<file path="src/rtl/pwm_capture_pkg.sv">
// pwm_capture_pkg: shared constants, clock-rate math and capture FSM encoding
package pwm_capture_pkg;
  localparam int CNT_W = 27;
  localparam int DIV_W = 34;
  localparam int FREQ_MAX = 65535;
  typedef enum logic [1:0] {IDLE, HIGH, LOW} cap_state_t;
  function automatic int real_sys_freq(input int sys_freq);
    return sys_freq * 1000 * 1000;
  endfunction
  function automatic int timeout_clks(input int sys_freq);
    return real_sys_freq(sys_freq);
  endfunction
endpackage

</file>
<file path="src/rtl/pwm_capture_seq_divider.sv">
// seq_divider: restoring divider producing one quotient bit per clock
module seq_divider #(
  parameter int DW = 34,
  parameter int VW = 27
) (
  input  logic          clk,
  input  logic          reset_p,
  input  logic          start,
  input  logic [DW-1:0] dividend,
  input  logic [VW-1:0] divisor,
  output logic [DW-1:0] quotient,
  output logic          busy,
  output logic          done
);
  localparam int NW = $clog2(DW + 1);
  logic [DW-1:0] q;
  logic [VW-1:0] r, d;
  logic [NW-1:0] n;
  logic [VW:0] sh;
  logic ge;
  assign sh = {r, q[DW-1]};
  assign ge = sh >= {1'b0, d};
  assign done = busy && n == '0;
  assign quotient = q;
  // load on start (also in the result cycle so passes chain), else shift/subtract one bit
  always_ff @(posedge clk or posedge reset_p)
    if (reset_p) begin
      q <= '0;
      r <= '0;
      d <= '0;
      n <= '0;
      busy <= 1'b0;
    end else if (start && (!busy || done)) begin
      q <= dividend;
      r <= '0;
      d <= divisor;
      n <= NW'(DW);
      busy <= 1'b1;
    end else if (done) begin
      busy <= 1'b0;
    end else if (busy) begin
      q <= {q[DW-2:0], ge};
      r <= VW'(ge ? sh - {1'b0, d} : sh);
      n <= n - NW'(1);
    end
endmodule

</file>
<file path="src/rtl/pwm_capture.sv">
// pwm_capture: measures high time and period of an async PWM input, derives duty and frequency
module pwm_capture
  import pwm_capture_pkg::*;
#(
  parameter int SYS_FREQ = 125,
  parameter int TIMEOUT  = timeout_clks(SYS_FREQ)
) (
  input  logic             clk,
  input  logic             reset_p,
  input  logic             pwm_in,
  output logic [CNT_W-1:0] high_cnt,
  output logic [CNT_W-1:0] period_cnt,
  output logic [6:0]       duty,
  output logic [15:0]      freq,
  output logic             valid,
  output logic             no_signal
);
  localparam logic [CNT_W-1:0] TO_LAST = CNT_W'(TIMEOUT - 1);
  localparam logic [CNT_W-1:0] TO_SAT = CNT_W'(TIMEOUT);
  localparam logic [DIV_W-1:0] REAL_F = DIV_W'(real_sys_freq(SYS_FREQ));
  localparam logic [DIV_W-1:0] F_MAX = DIV_W'(FREQ_MAX);
  localparam logic [15:0] F_SAT = 16'(FREQ_MAX);
  cap_state_t state, state_n;
  logic s1, s2, s3, rise, fall;
  logic [CNT_W-1:0] cnt, high_rec, per_lat;
  logic [6:0] duty_q;
  logic restart, rec_high, snap, timeout, pass;
  logic div_start, div_busy, div_done;
  logic [DIV_W-1:0] div_dividend, quotient;
  logic [CNT_W-1:0] div_divisor;
  // two-flop synchronizer plus edge-detect flop; rise/fall are registered one-cycle flags
  always_ff @(posedge clk or posedge reset_p)
    if (reset_p) begin
      {s1, s2, s3} <= '0;
      rise <= 1'b0;
      fall <= 1'b0;
    end else begin
      {s1, s2, s3} <= {pwm_in, s1, s2};
      rise <= s2 & ~s3;
      fall <= ~s2 & s3;
    end
  // a rise can never coincide with the last count before timeout in HIGH, so rise simply wins
  assign timeout = cnt == TO_LAST && !rise;
  // capture FSM state register
  always_ff @(posedge clk or posedge reset_p)
    if (reset_p) state <= IDLE;
    else state <= state_n;
  // next state: a timeout from anywhere parks the FSM in IDLE
  always_comb
    state_n = timeout ? IDLE :
              state == IDLE ? (rise ? HIGH : IDLE) :
              state == HIGH ? (fall ? LOW : HIGH) :
              state == LOW ? (rise ? HIGH : LOW) : IDLE;
  // FSM-decoded datapath strobes
  always_comb begin
    restart = state == IDLE && rise;
    rec_high = state == HIGH && fall;
    snap = state == LOW && rise;
  end
  // period counter saturates at the timeout value so the timeout fires once until the next rise
  always_ff @(posedge clk or posedge reset_p)
    if (reset_p) begin
      cnt <= '0;
      high_rec <= '0;
      high_cnt <= '0;
      period_cnt <= '0;
    end else begin
      cnt <= (restart || snap) ? CNT_W'(1) : cnt == TO_SAT ? cnt : cnt + CNT_W'(1);
      if (rec_high) high_rec <= cnt;
      if (snap) begin
        high_cnt <= high_rec;
        period_cnt <= cnt;
      end
    end
  // duty pass starts straight off the snapshot; the freq pass chains in the duty pass result cycle
  assign div_start = (snap && !div_busy) || (div_done && !pass);
  assign div_dividend = div_busy ? REAL_F : DIV_W'(high_rec) * DIV_W'(100);
  assign div_divisor = div_busy ? per_lat : cnt;
  seq_divider #(.DW(DIV_W), .VW(CNT_W)) u_div (
    .clk      (clk),
    .reset_p  (reset_p),
    .start    (div_start),
    .dividend (div_dividend),
    .divisor  (div_divisor),
    .quotient (quotient),
    .busy     (div_busy),
    .done     (div_done)
  );
  // result registers: timeout publishes the constant-level result, else publish after the freq pass
  always_ff @(posedge clk or posedge reset_p)
    if (reset_p) begin
      pass <= 1'b0;
      per_lat <= '0;
      duty_q <= '0;
      duty <= '0;
      freq <= '0;
      valid <= 1'b0;
      no_signal <= 1'b1;
    end else begin
      valid <= 1'b0;
      if (div_start) pass <= div_busy;
      if (div_start && !div_busy) per_lat <= cnt;
      if (div_done && !pass) duty_q <= quotient[6:0];
      if (restart) no_signal <= 1'b0;
      if (timeout) begin
        duty <= s3 ? 7'd100 : 7'd0;
        freq <= '0;
        valid <= 1'b1;
        no_signal <= 1'b1;
      end else if (div_done && pass) begin
        duty <= duty_q;
        freq <= quotient > F_MAX ? F_SAT : quotient[15:0];
        valid <= 1'b1;
      end
    end
endmodule

</file>
<file path="config.mk">
export PLATFORM = sky130hd
export DESIGN_NAME = pwm_capture
export DESIGN_NICKNAME = d
export VERILOG_FILES = /design/src/rtl/pwm_capture_pkg.sv /design/src/rtl/pwm_capture_seq_divider.sv /design/src/rtl/pwm_capture.sv
export SDC_FILE = /design/constraint.sdc
export NUM_CORES = 1
export LEC_CHECK = 0
export ABC_CLOCK_PERIOD_IN_PS = 6670
export CAP_MARGIN = 20
export CORE_UTILIZATION = 45
export DETAILED_ROUTE_END_ITERATION = 12
export PLACE_DENSITY = 0.59
export SYNTH_ARGS = -nofsm -noshare
export SYNTH_HDL_FRONTEND = slang
export SYNTH_HIERARCHICAL = 1
export SYNTH_SLANG_ARGS = --single-unit
export TNS_END_PERCENT = 100
</file>
<file path="constraint.sdc">
create_clock -name clk -period 6.67 [get_ports clk]
set_input_delay 1.334 -clock clk [delete_from_list [all_inputs] [get_ports clk]]
set_output_delay 1.334 -clock clk [all_outputs]
set_load 0.05 [all_outputs]
</file>
==> impl_metrics.toml <==
[run_status]
status = "complete, no violations"

[clock_tree]
cts_root_buf = "clkbuf_16"
cts-resized-gates = 0
clk_pin_slew_ns = 0.06
cts_sinks = 270
holdBufCountCts = 0
clk_latency_ns = 0.57
cts_tree = "yes"
cts_setup_buffers = 0
cts_made_buffers = 31
cts.path.max_buffers = 3
htree_levels = 1

[placed_design]
io_buffers = 81
place_area_um2 = 17300
hpwl_mm = 26.4
place_congestion = 0.841
dp_cells = 2112

[global_route]
antenna_found_initial = 0
grt_pass1_wl_mm = 61.4
grt_pass1_vias = 11600
grt_overflow = 0
grt_usage_pct = 20.9
grt_max_degree = 176

[sta]
period_share_pct = 65.8
period_minus_slack_ns = 4.39
max_slew.worst_pin.slew_ns = 1.01
tns_ns = 0
maxSlewHeadroom_pct = 32.6
fin_skew_ns = 0.0183
finalHoldViolCount = 0
finalSetupViolations = 0
rsz0062_at_grt = "no"
report.final.slew_viol_count = 0
fmax_mhz = 228

[setup_path]
critical_path_class = "flop to flop"
cp.required_ns = 7.16
cp_slowest_cell = "or4_1"
crit_buf_inv = 2
cp.arrival_ns = 4.87
r2r-start = "high_rec[10]"
worstPathMaxFanout = 8
cp-end-kind = "flop"
cp-start-kind = "flop"
critPathTopFamily = "compound AO/OA/AOI/OAI gates"
crit_path_max_incr_delay_ns = 0.55
crit_chain = "ha_1 > ha_1 > inv_1 > fa_1 > inv_1 > ha_1 > a21oi_1 > o21ai_0 > a41oi_1 > a211oi_1 > or4_1 > a21oi_1 > mux2i_1 > a21oi_1"
startpoint = "high_rec[10]"

[drt]
viasPerCell = 5.47
drc = 0
wirelength_mm = 37.1
vias = 11900
detail-route-antenna-nets = 0
drtIter0Drc = 658
drt_first_pass_iters = 5
wire_per_inst_um = 17.1

[yosys]
yosysSeqAreaShare_pct = 41.7
synthFlopType = "dfrtp_1"
netlist_area_um2 = 16200
syn_inst = 1643
avgSynthCellArea_um2 = 9.86
ys_types = 83
yosysWarnings = 6
synthArstFlopShare_pct = 100
ys_seq_elements = 270
synth-edff-count = 0

[die]
pin_count = 82
coreArea_um2 = 35500
die_w_um = 192
die_y_um = 192
dieArea_um2 = 36700
start_util_pct = 45.6
placementRows = 69

[cells_and_area]
final_common_cell = "dfrtp_1"
antenna_cells = 0
final_nets = 1826
postLayoutCellArea_um2 = 18300
finalNonFillerCells = 2169
final_layout_size_suffix_gt1_share_pct = 13.2
final_cell_mix = "dfrtp_1, inv_1, nand2_1"
area_delta_synth_final_pct = 13.1

[run]
maxCapViolCount = 0

[worst_hold_path]
min_path_type = "flop to flop"
hold_start = "s1"

[power_and_ir_drop]
ir_drop_mv = 0.240
leakage_nw = 8.56
power.density_nw_per_um2 = 370
## state kept, by name, summed over array words and instances, names as in the netlist, 2 cells and up
register        flops
cnt                27
duty                7
duty_q              7
freq               16
high_cnt           27
high_rec           27
per_lat            27
period_cnt         27
state               2
u_div/d            27
u_div/n             6
u_div/quotient     34
u_div/r            27
## cells in the mapped netlist (all sizes together), types with 11 or more instances
cell type  instances  area (µm²)
o21ai            119         603
a21o              11        82.6
inv              154         578
nand3             18        95.1
o2bb2ai           16         140
mux2i             42         420
xnor2             28         245
dfrtp            269        6730
a21oi            112         572
nand4             17         121
nand2            145         547
a211oi            15         128
a31oi             15        93.8
nor2             134         510
xor2              27         236
nor2b             20         125
mux2             132        1490
buf               36         206
fa                23         460
clkbuf            49         229
ha               116        1450
nor3              22         121
and3              13        85.1
## logic make-up after synthesis
kind of cell    count (synthesis)  share of synthesized area [%]
fa+ha+maj                     139                           11.8
compound gates                343                           13.0
flops                         270                           41.7
other cells                     1                         0.0232
simple gates                  420                           12.3
buf+inv                       241                           6.34
xor+xnor                       55                           2.97
mux                           174                           11.8
## power breakdown
group / total, mW / internal, mW / switching, mW
clock network: 1.72 / 1.04 / 0.679
logic: 2.78 / 1.10 / 1.68
registers: 2.28 / 1.98 / 0.299
## layout make-up
| cell class | instances | area, µm² |
|---|---|---|
| multi-input cells | 1133 | 8440 |
| clock inverters | 6 | 115 |
| flip-flops and latches | 270 | 6760 |
| inverters | 155 | 589 |
| fillers | 3282 | 17200 |
| repair buffers | 93 | 913 |
| clock buffers | 51 | 911 |
| well taps | 461 | 577 |
## worst register-to-register path, cell delays in order, from the launching register on
cell,delay [ns]
dfrtp_1,0.41
ha_1,0.31
ha_1,0.28
inv_1,0.05
fa_1,0.49
inv_1,0.04
ha_1,0.38
a21oi_1,0.25
o21ai_0,0.13
a41oi_1,0.54
a211oi_1,0.20
or4_1,0.55
a21oi_1,0.33
mux2i_1,0.15
a21oi_1,0.18
## per-stage QoR
stage	utilization (%)	setup slack [ns]	hold WS, ns	total power [mW]
5_1_grt	51.6	2.10	0.376	7.27
3_3_place_gp	48.7	2.39	0.336	5.05
2_1_floorplan	-	0.592	0.331	4.42
6_report	51.6	2.28	0.364	6.78
4_1_cts	51.6	2.35	0.365	6.85
3_5_place_dp	48.7	2.41	0.336	5.08
## final timing paths
kind | endpoint | slack [ns] | cells past startpoint
setup / recovery | u_div/quotient[33] | 2.28 | 14
hold / removal | s2 | 0.36 | 0
setup reg to reg | u_div/quotient[33] | 2.28 | 14
hold reg to reg | s2 | 0.36 | 0
max in group asynchronous | u_div/d[24] | 4.26 | 3
min in group asynchronous | u_div/r[11] | 1.37 | 2
## routing by layer
| metal | wire, µm | global-route usage, % | part of all wire [%] | vias to the layer above |
|---|---|---|---|---|
| met5 | 0 | 0 | 0 | - |
| met4 | 626 | 4.64 | 1.7 | 0 |
| met3 | 1750 | 3.45 | 4.7 | 48 |
| met2 | 16800 | 32.8 | 45 | 220 |
| met1 | 17900 | 30.2 | 48 | 5841 |
| li1 | - | - | - | 5747 |
Power figures use the tool's default switching activity.
